===== config.mk =====
export PLATFORM = sky130hd
export DESIGN_NAME = uart_byte_rx
export DESIGN_NICKNAME = d
export VERILOG_FILES = /design/src/rtl/uart_byte_rx.sv
export SDC_FILE = /design/constraint.sdc
export NUM_CORES = 1
export LEC_CHECK = 0
export CAP_MARGIN = 10
export CORE_MARGIN = 2
export CORE_UTILIZATION = 45
export CTS_BUF_LIST = sky130_fd_sc_hd__clkbuf_8 sky130_fd_sc_hd__clkbuf_16
export DETAILED_ROUTE_END_ITERATION = 10
export GPL_TIMING_DRIVEN = 0
export PLACE_DENSITY = 0.75
export SETUP_SLACK_MARGIN = 0.15
export SYNTH_ARGS = -nofsm -noshare
export SYNTH_HDL_FRONTEND = slang
export SYNTH_SLANG_ARGS = --single-unit

===== constraint.sdc =====
create_clock -name clk -period 1.8 [get_ports clk]
set_clock_uncertainty 0.15 [all_clocks]
set_input_delay 0.36 -clock clk [delete_from_list [all_inputs] [get_ports clk]]
set_output_delay 0.36 -clock clk [all_outputs]
set_load 0.1 [all_outputs]

===== src/rtl/uart_byte_rx.sv =====
// uart_byte_rx: 8N1 serial receiver (LSB first, idle high) with framing-error detection
module uart_byte_rx #(
  parameter int CLKS_PER_BIT = 16,
  parameter int WIDTH = 8
) (
  input  logic             clk,
  input  logic             reset,
  input  logic             rxd,
  output logic [WIDTH-1:0] rx_byte,
  output logic             rx_valid,
  output logic             frame_err,
  output logic             busy
);
  localparam int CW = $clog2(CLKS_PER_BIT);
  localparam int IW = $clog2(WIDTH + 1);
  localparam logic [CW-1:0] HALF_M1 = CW'(CLKS_PER_BIT / 2 - 1);
  localparam logic [CW-1:0] BIT_M1 = CW'(CLKS_PER_BIT - 1);
  localparam logic [IW-1:0] LAST = IW'(WIDTH - 1);
  typedef enum logic [2:0] {IDLE, START, DATA, STOP, WAIT_IDLE} state_t;
  state_t state, state_n;
  logic [CW-1:0] cnt, cnt_n;
  logic [IW-1:0] idx, idx_n;
  logic [WIDTH-1:0] sh, sh_n, byte_n;
  logic valid_n, err_n;
  logic [1:0] sync;
  logic rxd_s;
  assign rxd_s = sync[1];
  assign busy = state != IDLE;
  always_ff @(posedge clk or posedge reset) begin
    if (reset) begin
      sync <= 2'b11;
      state <= IDLE;
      cnt <= '0;
      idx <= '0;
      sh <= '0;
      rx_byte <= '0;
      rx_valid <= 1'b0;
      frame_err <= 1'b0;
    end else begin
      sync <= {sync[0], rxd};
      state <= state_n;
      cnt <= cnt_n;
      idx <= idx_n;
      sh <= sh_n;
      rx_byte <= byte_n;
      rx_valid <= valid_n;
      frame_err <= err_n;
    end
  end
  always_comb begin
    state_n = state;
    idx_n = idx;
    sh_n = sh;
    byte_n = rx_byte;
    valid_n = 1'b0;
    err_n = 1'b0;
    case (state)
      IDLE: state_n = rxd_s ? IDLE : START;
      START: begin
        state_n = (cnt == HALF_M1) ? (rxd_s ? IDLE : DATA) : START;
        idx_n = '0;
      end
      DATA: if (cnt == BIT_M1) begin
        sh_n = {rxd_s, sh[WIDTH-1:1]};
        idx_n = idx + 1'b1;
        state_n = (idx == LAST) ? STOP : DATA;
      end
      STOP: if (cnt == BIT_M1) begin
        byte_n = rxd_s ? sh : rx_byte;
        valid_n = rxd_s;
        err_n = !rxd_s;
        state_n = rxd_s ? IDLE : WAIT_IDLE;
      end
      WAIT_IDLE: state_n = rxd_s ? IDLE : WAIT_IDLE;
      default: state_n = IDLE;
    endcase
    // counter restarts on every state entry and at each bit boundary
    cnt_n = (state_n != state || cnt == BIT_M1 || state == IDLE || state == WAIT_IDLE) ? '0 : cnt + 1'b1;
  end
endmodule

==> out/metrics.yaml <==
critPathLaunchType: "flop"
multi_input_comb_area_um2: 636
final-hold-violation-count: 0
hold_class: "input port to async pin"
clock_sinks: 31
core_area_mm2: 0.00278
synth_cell_type_count: 32
postRouteAntennaNets: 0
ctsLongestPathBuffers: 2
area_growth_pct: 36.9
synth_ff_type: "dfrtp_1"
die_area_mm2: 0.00342
synth-edff-count: 0
hold_buffers: 0
chipWidth_um: 58.5
gp_congestion: 0.776
worstSkewPairLatency_ps: 290
yosysMostFrequentCell: "dfrtp_1"
yosys.area.top_type_share_pct: 54.3
numPortBuffers: 13
antenna_found_initial: 0
seq_area_frac_synth_pct: 58.2
fin_util_pct: 65.8
period_share_pct: 102
slew_headroom_pct: 67.4
synth.mux.area_fraction_pct: 15.0
vias: 1006
fin_nets: 152
cts_made_buffers: 5
dp_hpwl_mm: 1.54
outcome: "finished, violations left"
synth_top_area_cell: "dfrtp_1"
final.setup.worst_slack_ps: -28.2
setup_violations: 7
whs_ps: 168
synthTopCellsByArea: "dfrtp_1, mux2_1, mux2_2"
min_period_ps: 1830
drv_slew: 0
syn-cell-area_mm2: 0.00134
synth_compound_area_share_pct: 6.27
drc_errors: 0
wl_per_cell_um: 16.9
num_rows: 19
h-tree-depth: 2
synthTopCellsByCount: "dfrtp_1, nand2_1, nor2_1"
synth.avg_cell_area_um2: 12.0
synth_nets: 116
grt_util_all_layers_pct: 17.4
drive_gt1_share_pct: 50.0
grt_max_degree: 32
worst_pin_slew_ps: 492
detail_route.vias_per_cell: 5.62
fill_cells: 183
path_max_fanout: 6
violations: "setup timing"
cts_root_buf: "clkbuf_8"
p_leak_nw: 0.937
cp-end-kind: "flop"
path_clk_slew_ps: 70
crit_required_ps: 1820
cts_tree: "built"
worst-setup-path-type: "flop to flop"
grt_pass1_wl_mm: 4.24
syn_inst: 111
drt-total-wl_mm: 3.02
grt_setup_unrepaired: "true"
async_reset_ff_share_pct: 100
powerDensity_mw_per_mm2: 1160
n_antenna_cell: 0
setup_tns_ps: -142
die_h_um: 58.5
cp.arrival_ps: 1850
overflow: 0
irDropWorstVdd_v: 0.00103
ys_seq_elements: 31
max-cap-violations: 0
start_util_pct: 48.1
fmax_mhz: 547
seqCellArea_um2: 779
synth_top_family_by_area: "multiplexers"
synthSimpleGateAreaFrac_pct: 13.5
drt-pass1-iter-count: 4
synth_fa_ha_area_share_pct: 1.87
drt_iter0_drc: 17
io_pins: 14
first_global_vias: 901
p_total_mw: 2.13
ys_warn_count: 0
synth-xor-area-share_pct: 1.96
==> placed cells by master, fill, tap and decap left out, types with 3 or more instances in the layout <==
| cell type | count |
|---|---|
| dfrtp_1 | 28 |
| mux2_4 | 13 |
| buf_4 | 13 |
| buf_2 | 11 |
| nand2_1 | 10 |
| clkbuf_8 | 7 |
| nor2_1 | 6 |
| nor2_2 | 6 |
| buf_6 | 4 |
| inv_1 | 4 |
| mux2_2 | 3 |
| o21ai_0 | 3 |
==> kinds of logic (layout without fill, tap and decap cells) <==
family,count (synthesis),in the layout
xor gates and xnor gates,3,3
adders and majority gates,2,2
DFF,31,31
buffers and inverters,9,45
AOI/OAI and AO/OA,12,12
and+or+nand+nor,36,37
muxes,18,18
==> timing repair <==
item	4_1_cts	5_1_grt
endpoints found under the setup margin	32	28
pin swaps	5	4
resized for setup	71	12
cloned	0	1
setup buffers	9	5
==> metal layers <==
metal / GRT usage (%) / up-vias / share of wire [%]
met2: 23.9 / 26 / 52
met4: 12.3 / 0 / 2.5
met5: 0 / - / 0
li1: - / 460 / -
met1: 22.1 / 511 / 42
met3: 7.03 / 9 / 4.4
==> final cells by class <==
| type | count | share of cell area (%) |
|---|---|---|
| flip-flops and latches | 31 | 42.6 |
| inverters | 4 | 0.820 |
| well taps | 31 | 2.12 |
| clock buffers | 7 | 5.26 |
| plain buffers | 5 | 2.19 |
| repair buffers | 28 | 11.9 |
| multi-input cells | 72 | 34.7 |
| clock inverters | 1 | 0.410 |
==> worst max-delay path, stage by stage, from the launching register on <==
cell and delay, ps:
dfrtp_1 400, ha_4 190, nand4_1 140, buf_4 180, nor2_4 170, nand3_4 160, mux2_4 330
==> where the power goes <==
part	internal (mW)	switching [mW]	total, mW	leakage [nW]
Combinational	0.324	0.344	0.668	0.475
Clock	0.347	0.259	0.606	0.0505
Sequential	0.775	0.0764	0.851	0.412
Total	1.45	0.679	2.13	0.937
==> state kept, by name, summed over array words and instances, names as in the netlist <==
name       count
cnt            4
idx            4
rx_byte        8
sh             8
sync           2
frame_err      1
rx_valid       1
state          3
==> final timing paths <==
check	slack [ps]	depth (start not counted)	from	endpoint
setup / recovery	-30	6	cnt[0]	rx_byte[7]
hold / removal	170	2	reset	rx_byte[0]
setup reg to reg	-30	6	cnt[0]	rx_byte[7]
hold reg to reg	210	0	sync[0]	sync[1]
max in group asynchronous	820	3	reset	sync[1]
min in group clk	210	0	sync[0]	sync[1]
==> stage by stage <==
step / instance area [um2] / setup slack [ps] / cells
3_3_place_gp: 1550 / -706 / 155
3_5_place_dp: 1550 / -724 / 155
6_report: 1830 / -28.2 / 179
5_1_grt: 1830 / -82.0 / 179
2_1_floorplan: 1380 / 44.5 / 111
4_1_cts: 1740 / -2.60 / 172
(Power assumes the default switching activity.)
